## config.mk

```make
export PLATFORM = sky130hd
export DESIGN_NAME = encoder_pt2262_flat
export DESIGN_NICKNAME = d
export VERILOG_FILES = /design/src/rtl/encoder_pt2262_if.sv /design/src/rtl/encoder_pt2262.sv /design/src/flat_wrapper.sv
export SDC_FILE = /design/constraint.sdc
export NUM_CORES = 1
export LEC_CHECK = 0
export ABC_AREA = 1
export BUFFER_PORTS_ARGS = -buffer_cell sky130_fd_sc_hd__buf_2
export CORE_UTILIZATION = 44
export CTS_CLUSTER_SIZE = 25
export DETAILED_ROUTE_END_ITERATION = 10
export HOLD_SLACK_MARGIN = 0.06
export PLACE_DENSITY = 0.64
export SYNTH_ARGS = -nofsm -noshare
export SYNTH_HDL_FRONTEND = slang
export SYNTH_SLANG_ARGS = --single-unit
```

## constraint.sdc

```tcl
create_clock -name clk -period 6.9 [get_ports clk]
set_input_delay 1.38 -clock clk [delete_from_list [all_inputs] [get_ports clk]]
set_output_delay 1.38 -clock clk [all_outputs]
set_load 0.01 [all_outputs]
```

## src/rtl/encoder_pt2262_if.sv

```systemverilog
// Encoder-side handshake: request, latched payload and serial output.
interface encoder_pt2262_if;
  logic       start;
  logic [7:0] A_01;
  logic [7:0] A_F;
  logic [3:0] D;
  logic       cod_o;
  logic       busy;
  logic       done;

  modport master (output start, A_01, A_F, D, input cod_o, busy, done);
  modport slave  (input start, A_01, A_F, D, output cod_o, busy, done);
endinterface

```

## src/rtl/encoder_pt2262.sv

```systemverilog
// PT2262-style tri-state encoder: 8 address trits + 4 data bits, PWM coded,
// sync-terminated, repeated N_FRAMES times. Alpha timing from a DIV tick.
module encoder_pt2262 #(
  parameter int DIV      = 250,
  parameter int N_FRAMES = 4
) (
  input  logic             clk,
  input  logic             reset,
  encoder_pt2262_if.slave  bus
);

  localparam int DW = $clog2(DIV);
  localparam int FW = (N_FRAMES > 1) ? $clog2(N_FRAMES) : 1;
  localparam logic [DW-1:0] DIV_LAST   = DW'(DIV - 1);
  localparam logic [FW-1:0] FRAME_LAST = FW'(N_FRAMES - 1);

  typedef enum logic [1:0] {S_IDLE, S_BIT, S_SYNC} state_t;

  state_t        state_q, state_d;
  logic [DW-1:0] div_q, div_d;
  logic [6:0]    alpha_q, alpha_d;
  logic [3:0]    bit_q, bit_d;
  logic [FW-1:0] frame_q, frame_d;
  logic [7:0]    a01_q, a01_d;
  logic [7:0]    af_q, af_d;
  logic [3:0]    dat_q, dat_d;
  logic          cod_q, cod_d;
  logic          done_q, done_d;

  logic          tick;
  logic          sym_one, sym_f, sub_long;

  assign tick = (div_q == DIV_LAST);

  // Next-state, counters and registered output, evaluated on next-cycle values
  // so cod_o rises on the very edge that accepts a request.
  always_comb begin
    state_d = state_q;
    div_d   = div_q;
    alpha_d = alpha_q;
    bit_d   = bit_q;
    frame_d = frame_q;
    a01_d   = a01_q;
    af_d    = af_q;
    dat_d   = dat_q;
    done_d  = 1'b0;
    cod_d   = 1'b0;
    sym_one = 1'b0;
    sym_f   = 1'b0;
    sub_long = 1'b0;

    case (state_q)
      S_IDLE: begin
        div_d   = '0;
        alpha_d = '0;
        bit_d   = '0;
        frame_d = '0;
        if (bus.start) begin
          a01_d   = bus.A_01;
          af_d    = bus.A_F;
          dat_d   = bus.D;
          state_d = S_BIT;
        end
      end
      S_BIT: begin
        if (tick) begin
          div_d = '0;
          if (alpha_q == 7'd31) begin
            alpha_d = '0;
            if (bit_q == 4'd11) state_d = S_SYNC;
            else                bit_d   = bit_q + 4'd1;
          end else begin
            alpha_d = alpha_q + 7'd1;
          end
        end else begin
          div_d = div_q + DW'(1);
        end
      end
      S_SYNC: begin
        if (tick) begin
          div_d = '0;
          if (alpha_q == 7'd127) begin
            alpha_d = '0;
            bit_d   = '0;
            if (frame_q == FRAME_LAST) begin
              state_d = S_IDLE;
              frame_d = '0;
              done_d  = 1'b1;
            end else begin
              frame_d = frame_q + FW'(1);
              state_d = S_BIT;
            end
          end else begin
            alpha_d = alpha_q + 7'd1;
          end
        end else begin
          div_d = div_q + DW'(1);
        end
      end
      default: state_d = S_IDLE;
    endcase

    // Symbol of the position being sent next cycle; float overrides A_01.
    if (bit_d < 4'd8) begin
      sym_f   = af_d[bit_d[2:0]];
      sym_one = ~sym_f & a01_d[bit_d[2:0]];
    end else begin
      sym_one = dat_d[bit_d[1:0]];
    end
    // F is short then long; 1 is long twice; 0 short twice.
    sub_long = sym_one | (sym_f & alpha_d[4]);

    case (state_d)
      S_BIT:   cod_d = (alpha_d[3:0] < (sub_long ? 4'd12 : 4'd4));
      S_SYNC:  cod_d = (alpha_d < 7'd4);
      default: cod_d = 1'b0;
    endcase
  end

  // State and counter registers, asynchronous abort.
  always_ff @(posedge clk or posedge reset) begin
    if (reset) begin
      state_q <= S_IDLE;
      div_q   <= '0;
      alpha_q <= '0;
      bit_q   <= '0;
      frame_q <= '0;
      a01_q   <= '0;
      af_q    <= '0;
      dat_q   <= '0;
      cod_q   <= 1'b0;
      done_q  <= 1'b0;
    end else begin
      state_q <= state_d;
      div_q   <= div_d;
      alpha_q <= alpha_d;
      bit_q   <= bit_d;
      frame_q <= frame_d;
      a01_q   <= a01_d;
      af_q    <= af_d;
      dat_q   <= dat_d;
      cod_q   <= cod_d;
      done_q  <= done_d;
    end
  end

  assign bus.cod_o = cod_q;
  assign bus.busy  = (state_q != S_IDLE);
  assign bus.done  = done_q;

endmodule

```

## src/flat_wrapper.sv

```systemverilog
// flat-port wrapper written by rule: the top's interface ports become plain ports
module encoder_pt2262_flat 
#(
  parameter int DIV      = 250,
  parameter int N_FRAMES = 4
)
  (clk, reset, bus_start, bus_A_01, bus_A_F, bus_D, bus_cod_o, bus_busy, bus_done);
  encoder_pt2262_if bus_i ();
  input  logic clk;
  input  logic reset;
  input wire logic [$bits(bus_i.start)-1:0] bus_start;
  input wire logic [$bits(bus_i.A_01)-1:0] bus_A_01;
  input wire logic [$bits(bus_i.A_F)-1:0] bus_A_F;
  input wire logic [$bits(bus_i.D)-1:0] bus_D;
  output wire logic [$bits(bus_i.cod_o)-1:0] bus_cod_o;
  output wire logic [$bits(bus_i.busy)-1:0] bus_busy;
  output wire logic [$bits(bus_i.done)-1:0] bus_done;
  assign bus_i.start = bus_start;
  assign bus_i.A_01 = bus_A_01;
  assign bus_i.A_F = bus_A_F;
  assign bus_i.D = bus_D;
  assign bus_cod_o = bus_i.cod_o;
  assign bus_busy = bus_i.busy;
  assign bus_done = bus_i.done;
  encoder_pt2262 #(.DIV(DIV), .N_FRAMES(N_FRAMES)) u_core (.clk(clk), .reset(reset), .bus(bus_i));
endmodule
```

* After elaboration in Yosys (flattened, before gate mapping) *
Index checks and enable logic that the tools add are counted.

cells by class
  add/subtract/negate cells = 4
  magnitude comparators = 5
  equal/unequal tests = 11
  muxes and demuxes = 45
  bitwise logic cells = 4
  reduce and logical (&&, ||, !) cells = 6

operator list
  operator                                                                       count
  8-bit 2-to-1 mux                                                               5
  4-bit 2-to-1 mux                                                               8
  7-bit 2-to-1 mux                                                               4
  7-bit case mux with 3 select lines                                             1
  2-bit 2-to-1 mux                                                               9
  8-bit case mux with 2 select lines                                             1
  4-bit case mux with 3 select lines                                             1
  1-bit 2-to-1 mux                                                               10
  8-bit by 1-bit adder with 8-bit output (second input constant)                 1
  8-bit equality test (second input constant)                                    1
  7-bit by 1-bit adder with 7-bit output (second input constant)                 1
  7-bit by 5-bit equality test with 1-bit output (second input constant)         1
  7-bit equality test (second input constant)                                    1
  7-bit by 3-bit less-than comparator with 1-bit output (second input constant)  1
  1-bit binary-select mux with 3-bit select                                      2
  2-bit equality test (second input constant)                                    3
  2-bit case mux with 3 select lines                                             1
  2-bit nonzero test                                                             3
  4-bit by 1-bit adder with 4-bit output (second input constant)                 1
  2-bit by 1-bit equality test with 1-bit output (second input constant)         2
  4-bit equality test (second input constant)                                    1
  3-bit by 4-bit less-than comparator with 1-bit output (second input constant)  1
  4-bit less-than comparator                                                     1
  4-bit less-than comparator (second input constant)                             1
  12 further kinds                                                               14

word-level totals
  bits in registers = 45
  output and inout port bits = 3
  logic and storage cells = 85

* Depth between registers and ports, before layout *
Gate-level depths: netlist of run 1.

  depth in word-level cells = 14
  gate-level depth with buffers = 22
  gate-level depth less buffers = 22

* Worst setup path before layout of run 1 *
OpenSTA, ideal clock, no wires.

  kind = in2reg
  start = input port bus_start
  end = register u_core.cod_q (netlist: u_core.bus.cod_o)
  setup time = 0.077 ns
  data arrival time = 2.988 ns
  required time = 6.823 ns
  setup slack = 3.835 ns
  cell stages on the path = 15
  cell sequence = nand2_1 -> inv_1 -> clkbuf_1 -> or2_2 -> o21ai_0 -> nand2_1 -> nand3_1 -> nand3_1 -> nand3_1 -> nor2_1 -> nor2_1 -> ha_1 -> a21oi_1 -> nand2_1 -> a21oi_1

between the ends
  word-level cells in the longest chain between the ends = 11
  elaborated cells on any way between the ends = 25
  classes of those cells = 1 x order compare; 2 x eq/ne; 18 x mux; 4 x bitwise

ends and longest elaborated chain
  item                                       line                   source
  start, declared                            flat_wrapper.sv:11     input wire logic [$bits(bus_i.start)-1:0] bus_start;
  8-bit 2-to-1 mux                           encoder_pt2262.sv:58   if (bus.start) begin
  8-bit 2-to-1 mux                           encoder_pt2262.sv:52   case (state_q)
  1-bit binary-select mux with 3-bit select  encoder_pt2262.sv:105  sym_f = af_d[bit_d[2:0]];
  1-bit 2-to-1 mux (implied by the code)     encoder_pt2262.sv:105
  1-bit inverter                             encoder_pt2262.sv:106  sym_one = ~sym_f & a01_d[bit_d[2:0]];
  1-bit bitwise AND                          encoder_pt2262.sv:106
  1-bit 2-to-1 mux                           encoder_pt2262.sv:104  if (bit_d < 4'd8) begin
  1-bit bitwise OR                           encoder_pt2262.sv:111  sub_long = sym_one | (sym_f & alpha_d[4]);
  4-bit 2-to-1 mux                           encoder_pt2262.sv:114  S_BIT: cod_d = (alpha_d[3:0] < (sub_long ? 4'd12 : 4'd4));
  4-bit less-than comparator                 encoder_pt2262.sv:114
  1-bit case mux with 2 select lines (*)     encoder_pt2262.sv:113  case (state_d)
  via u_core.cod_d                           encoder_pt2262.sv:27   logic cod_q, cod_d;
  end signal, assigned                       encoder_pt2262.sv:142  cod_q <= cod_d;
  end, declared                              encoder_pt2262.sv:27

Mark *: on every way through the listed nets, which the timed path passes. The rest lies on a longest branch. The select of a mux whose other input is x is not followed.
A chain may end at the register's enable or synchronous reset.

* Worst setup path after layout of run 1 *
Same ends and word-level chain as after synthesis.

==> results.cfg, run 1 <==
[status]
outcome = finished, final reports clean

[placement]
place_area_sq_um = 2844
place.gp.congestion = 0.8186
port_buffers = 25
dp_hpwl_um = 4049
dp_slack_ps = 2835

[critical_path]
timing.rr.start = u_core.state_q[0]
crit_arrival_ps = 3910
start_kind = primary input
r2r_cells = 16
crit_required_ps = 7140
critPathKind = in -> reg
crit_fanout = 21
regToRegSetupSlack_ps = 3690
r2r-end = u_core.bus.cod_o
cp-end-kind = register

[floorplan]
row_count = 27
initial_core_util_pct = 46.78
design.die.area_sq_um = 6349
dieHeight_um = 79.68
die_x_um = 79.68
coreArea_sq_um = 5675
pin_count = 26

[timing]
slew_headroom_pct = 37.04
final.setup.worst_slack_ps = 3223
setup_violations = 0
post-route-min-period_ps = 3677
skew_ps = 8.242
fmax_mhz = 271.9
period_share_pct = 53.29
maxSlewViolCount = 0
worst_pin_slew_ps = 943.1
hold_viol = 0
tns_ps = 0
rsz0062_at_grt = no

[finish]
postLayoutCellArea_sq_um = 2960
num-fill-cells = 555
utilization_pct = 52.16
area.growth.synth_to_final_pct = 11.50
drive_gt1_share_pct = 19.17
num_antenna_cells = 0
nNetsFinal = 394

[synth]
synth_xor_area_share_pct = 0.6598
synth_compound_area_share_pct = 10.18
synth_top_family_by_area = simple AND/OR/NAND/NOR gates
synth.distinct_cells = 38
netlist.area_leader.share_pct = 42.41
yosys_warnings = 0
synth_commonest_cells = 70 x nand2_1, 46 x inv_1, 45 x dfrtp_1
syn-cell-area_sq_um = 2655
yosysTopAreaCell = dfrtp_1
synthMuxAreaShare_pct = 0.7540
synth.most_common_cell = nand2_1
synthAdderAreaFrac_pct = 5.655
synthArstFlopShare_pct = 100.0
syn_inst = 332
synth_seq_cells = 45
ys_seq_area_share_pct = 42.41
syn-mean-instance-area_sq_um = 7.997
synth.net_count = 367
synth_edf_count = 0
synth_area_leaders = dfrtp_1 42%, nand2_1 9.9%, inv_1 6.5%, nand3_1 6.4%, ha_1 5.7%
synth-main-ff-cell = dfrtp_1
yosys.area_share.simple_pct = 31.67

[routing]
routed_wl_um = 5478
wl_per_cell_um = 12.68
via_per_inst = 4.998
drtAntennaViolNets = 0
route.detailed.drc = 0
first_pass_iters = 4
dr.first_iter.drc_count = 92
vias = 2159

[clocking]
cts_tree = yes
cts_buffer_depth = 2
clk_pin_slew_worst_paths_ps = 80
clk_latency_ps = 310
ctsHoldBuffers = 0
root_buffer = clkbuf_8
htreeDepth = 2
postCtsResizedCells = 0
cts.sinks = 45
cts_buffers = 5
post_cts_buffers = 0

[power_and_ir_drop]
p_clk_share_pct = 24.2
power_switching_share_pct = 35.33
p_comb_share_pct = 34.7
power_density_nw_per_um2 = 293.9
finalPower_uw = 870.1
peakVddDrop_uv = 163.0
p_leak_nw = 1.529
p_seq_share_pct = 41.1
power_switching_uw = 307.4
intPower_uw = 562.7

[min_path]
min_path_type = reg -> reg
hp-start = u_core.af_q[3]
hold_path_depth = 2
holdPathEnd = u_core.af_q[3]

[job]
maxCapViolations = 0

[global_routing]
grt_pass1_wl_um = 9453
grt_max_degree = 46
grt_overflow = 0
gr-usage-met1_pct = 25.22
busiest_layer = met2
met2_usage_pct = 31.88
first_global_vias = 2115
grt_util_met3_pct = 3.429
gr-usage-all-layers_pct = 19.34
antenna_found_initial = 0
[cells by family after synthesis]
kind of cell               after synthesis
and+or+nand+nor                        166
buffers and inverters                   58
AOI/OAI and AO/OA                       47
DFF                                     45
adders and majority gates               12
xor gates and xnor gates                 2
muxes                                    2
[layout by cell type (no fill, tap or decap), types with 7 or more instances in the layout]
cell type and instances:
buf_2 25, o21ai_0 18, dfrtp_1 45, nor2_1 21, inv_2 7, inv_1 45, or2_2 10, nand2_1 70
nand3_1 34, a21oi_1 16, ha_1 12
[state kept, by name, indices dropped and copies added, names as in the netlist]
| name | flops |
|---|---|
| u_core.div_q | 8 |
| u_core.dat_q | 4 |
| u_core.frame_q | 2 |
| u_core.alpha_q | 7 |
| u_core.a01_q | 8 |
| u_core.state_q | 2 |
| u_core.bus.done | 1 |
| u_core.bit_q | 4 |
| u_core.bus.cod_o | 1 |
| u_core.af_q | 8 |
[power by group through the flow]
stage	logic, mW	registers [mW]	clock network (mW)
floorplan	0.234	0.356	0
global placement	0.297	0.361	0
detailed placement	0.304	0.363	0
CTS	0.306	0.358	0.216
global route	0.350	0.363	0.226
finish	0.302	0.357	0.211
[worst max-delay path by stage]
| stage | to | from | depth (start not counted) |
|---|---|---|---|
| 2_1_floorplan | u_core.bus.cod_o | bus_start | 15 |
| 3_3_place_gp | u_core.bus.cod_o | bus_start | 15 |
| 3_5_place_dp | u_core.bus.cod_o | bus_start | 15 |
| 4_1_cts | u_core.bus.cod_o | bus_start | 15 |
| 5_1_grt | u_core.bus.cod_o | bus_start | 15 |
| 6_report | u_core.bus.cod_o | bus_start | 15 |
[area by class of cell]
class | instances | area (sq um) | share of cell area [%]
Multi-Input combinational cell | 229 | 1299 | 43.87
Clock inverter | 1 | 30.03 | 1.014
Sequential cell | 45 | 1126 | 38.04
Timing Repair Buffer | 25 | 125.1 | 4.227
Tap cell | 72 | 90.09 | 3.043
Inverter | 53 | 203.9 | 6.889
Clock buffer | 7 | 86.33 | 2.916
[routing by layer]
metal	up-vias	part of all wire, %
li1	1125	-
met1	989	48
met2	35	47
met3	10	3.0
met4	0	1.7
met5	-	0
[worst max-delay path, cell delays in order]
cell and delay [ps]:
buf_2 100, nand2_1 460, inv_1 420, or2_2 380, o21ai_0 100, nand3_1 110, nand3_1 100, nand3_1 70
nand3_1 80, nor2_1 40, nor2_1 80, ha_1 230, a21oi_1 140, nand2_1 60, a21oi_1 130
[metrics by stage]
| stage | hold slack [ps] | cells |
|---|---|---|
| floorplan | 444.9 | 332 |
| global placement | 464.2 | 424 |
| detailed placement | 466.8 | 424 |
| CTS | 485.6 | 432 |
| global route | 493.3 | 432 |
| finish | 481.1 | 432 |
(Power assumes the default switching activity.)
==> run 2: changes to the inputs <==
ABC_AREA = 0   (was 1)
PLACE_DENSITY = 0.67   (was 0.64)
clock period = 2.95 ns   (was 6.9 ns; I/O delays follow)
==> run 2 against run 1 <==
The run now ends with setup timing left. Power is 130% higher. Cell count is 8.3% lower. Via count is 3.2% lower. Die area is 3.4% lower. Clock power is 79% higher. Combinational power grew to 2.5 times the previous value. Sequential power is 130% higher.
==> results.cfg, run 2 <==
[finish]
area.growth.synth_to_final_pct = 27.43
layout_commonest_cell = buf_4
final_cells = 396
final_cell_mix = 51 x buf_4, 45 x dfrtp_1, 25 x buf_2, 22 x mux2_2, 19 x nor2_1
nNetsFinal = 358
drive_gt1_share_pct = 39.20
num_antenna_cells = 0
reg_top3 = u_core.a01_q x8, u_core.af_q x8, u_core.div_q x8

[synth]
syn-cell-area_sq_um = 2564
synth.most_common_cell = dfrtp_1
synth_edf_count = 0
synth.net_count = 283
synth_area_leaders = dfrtp_1 44%, mux2_2 9.7%, ha_1 5.9%, mux2i_1 3.1%, nor2_1 2.8%
netlist.area_leader.share_pct = 43.92
yosysTopAreaCell = dfrtp_1
ys_seq_area_share_pct = 43.92
synth-main-ff-cell = dfrtp_1
syn-mean-instance-area_sq_um = 10.34
syn_inst = 248
synthArstFlopShare_pct = 100.0
yosys_warnings = 0
synth.distinct_cells = 49
synth_commonest_cells = 45 x dfrtp_1, 22 x mux2_2, 19 x nor2_1
synth_seq_cells = 45

[routing]
vias = 2089
drtAntennaViolNets = 0
wl_per_cell_um = 13.52
via_per_inst = 5.275
first_pass_iters = 4
dr.first_iter.drc_count = 99
routed_wl_um = 5353
route.detailed.drc = 0

[clocking]
cts_buffer_depth = 2
clk_pin_slew_worst_paths_ps = 80
clk_latency_ps = 300
cts_buffers = 5
htreeDepth = 2
ctsHoldBuffers = 0
cts.sinks = 45
cts_tree = yes
root_buffer = clkbuf_8

[power_and_ir_drop]
p_comb_share_pct = 38.8
power_switching_share_pct = 32.50
p_seq_share_pct = 41.9
p_leak_nw = 1.577
p_clk_share_pct = 19.3
power_density_nw_per_um2 = 600.8
peakVddDrop_uv = 417.6
power_switching_uw = 638.0
finalPower_mw = 1.963
intPower_mw = 1.325

[critical_path]
cp-end-kind = register
crit_arrival_ps = 3320
crit_fanout = 8
start_kind = register
regToRegSetupSlack_ps = -180
critPathKind = reg -> reg
crit_required_ps = 3140

[timing]
hold_viol = 0
whs_ps = 494.8
worst_pin_slew_ps = 932.7
skew_ps = 13.35
post-route-min-period_ps = 3128
maxSlewViolCount = 0
fmax_mhz = 319.7
rsz0062_at_grt = yes
period_share_pct = 106.0
final.setup.worst_slack_ps = -178.2
setup_violations = 1
slew_headroom_pct = 37.73

[placement]
port_buffers = 25
place.gp.congestion = 0.8589
placed_cells = 387
dp_hpwl_um = 4161

[floorplan]
coreArea_sq_um = 5574
initial_core_util_pct = 45.99
design.die.area_sq_um = 6136
pin_count = 26
dieHeight_um = 78.33
row_count = 27
die_x_um = 78.33

[status]
outcome = finished, violations left
violations = setup timing

[global_routing]
first_global_vias = 2109
antenna_found_initial = 0
gr-usage-all-layers_pct = 19.68
grt_max_degree = 46
grt_overflow = 0
grt_pass1_wl_um = 9335

[min_path]
min_path_type = in -> async

[job]
maxCapViolations = 0
[run 2: what timing repair did]
action,in CTS,in global routing
gates resized for setup,3,2
setup endpoints to repair,1,1
pin swaps,3,0
buffers inserted,1,0
[run 2: cell families after synthesis]
kind of cell / synth area share (%)
adders and majority gates: 5.856
and+or+nand+nor: 18.20
AOI/OAI and AO/OA: 13.27
buffers and inverters: 4.002
DFF: 43.92
muxes: 13.37
xor gates and xnor gates: 1.366
[run 2: area by class of cell]
type | instances | area (sq um)
fill | 491 | 2307
timing repair buffer | 77 | 528.0
tap | 72 | 90.09
clock buffer | 5 | 68.82
multi-input combinational | 180 | 1384
sequential | 45 | 1126
inverter | 14 | 52.55
clock inverter | 3 | 17.52
[run 2: worst max-delay path, stage by stage (launching register included)]
cell and delay, ps:
dfrtp_1 400, ha_4 160, nand4_4 100, or4_4 530
o211a_1 240, or2_4 290, mux2_2 280, a221o_1 360
o31ai_2 180, ha_1 160, nand2b_1 90, a21oi_1 40
o21ba_2 190
[run 2: path summary, 6_finish.rpt]
check | depth (start not counted) | endpoint | startpoint
worst max-delay path | 12 | u_core.bus.cod_o | u_core.alpha_q[1]
worst min-delay path | 2 | u_core.af_q[5] | reset
worst max register to register | 12 | u_core.bus.cod_o | u_core.alpha_q[1]
worst min register to register | 1 | u_core.dat_q[2] | u_core.dat_q[2]
max in group asynchronous | 2 | u_core.bus.cod_o | reset
min in group clk | 1 | u_core.dat_q[2] | u_core.dat_q[2]
[run 2: per-stage QoR]
step                      area, sq um  utilization, %  setup WS, ps  setup TNS [ps]
after global placement           3146           56.43        -267.0          -267.0
after floorplan                  2587               -        -351.9          -351.9
after CTS                        3253           58.36        -181.0          -181.0
after detailed placement         3146           56.43        -313.3          -313.3
after global routing             3267           58.61        -346.0          -346.0
final                            3267           58.61        -178.2          -178.2
[run 2: power by group through the flow]
stage	Clock, mW	Sequential (mW)	Combinational, mW
after global routing	0.416	0.841	0.859
after global placement	0	0.829	0.757
after floorplan	0	0.832	0.523
after detailed placement	0	0.836	0.773
final	0.378	0.823	0.762
after CTS	0.393	0.825	0.775
[run 2: layer usage]
metal / global-route usage [%] / up-vias / share of wire, %
li1: - / 1046 / -
met1: 23.32 / 993 / 44
met2: 35.09 / 42 / 52
met3: 4.186 / 8 / 3.1
met4: 6.852 / 0 / 1.1
met5: 0 / - / 0
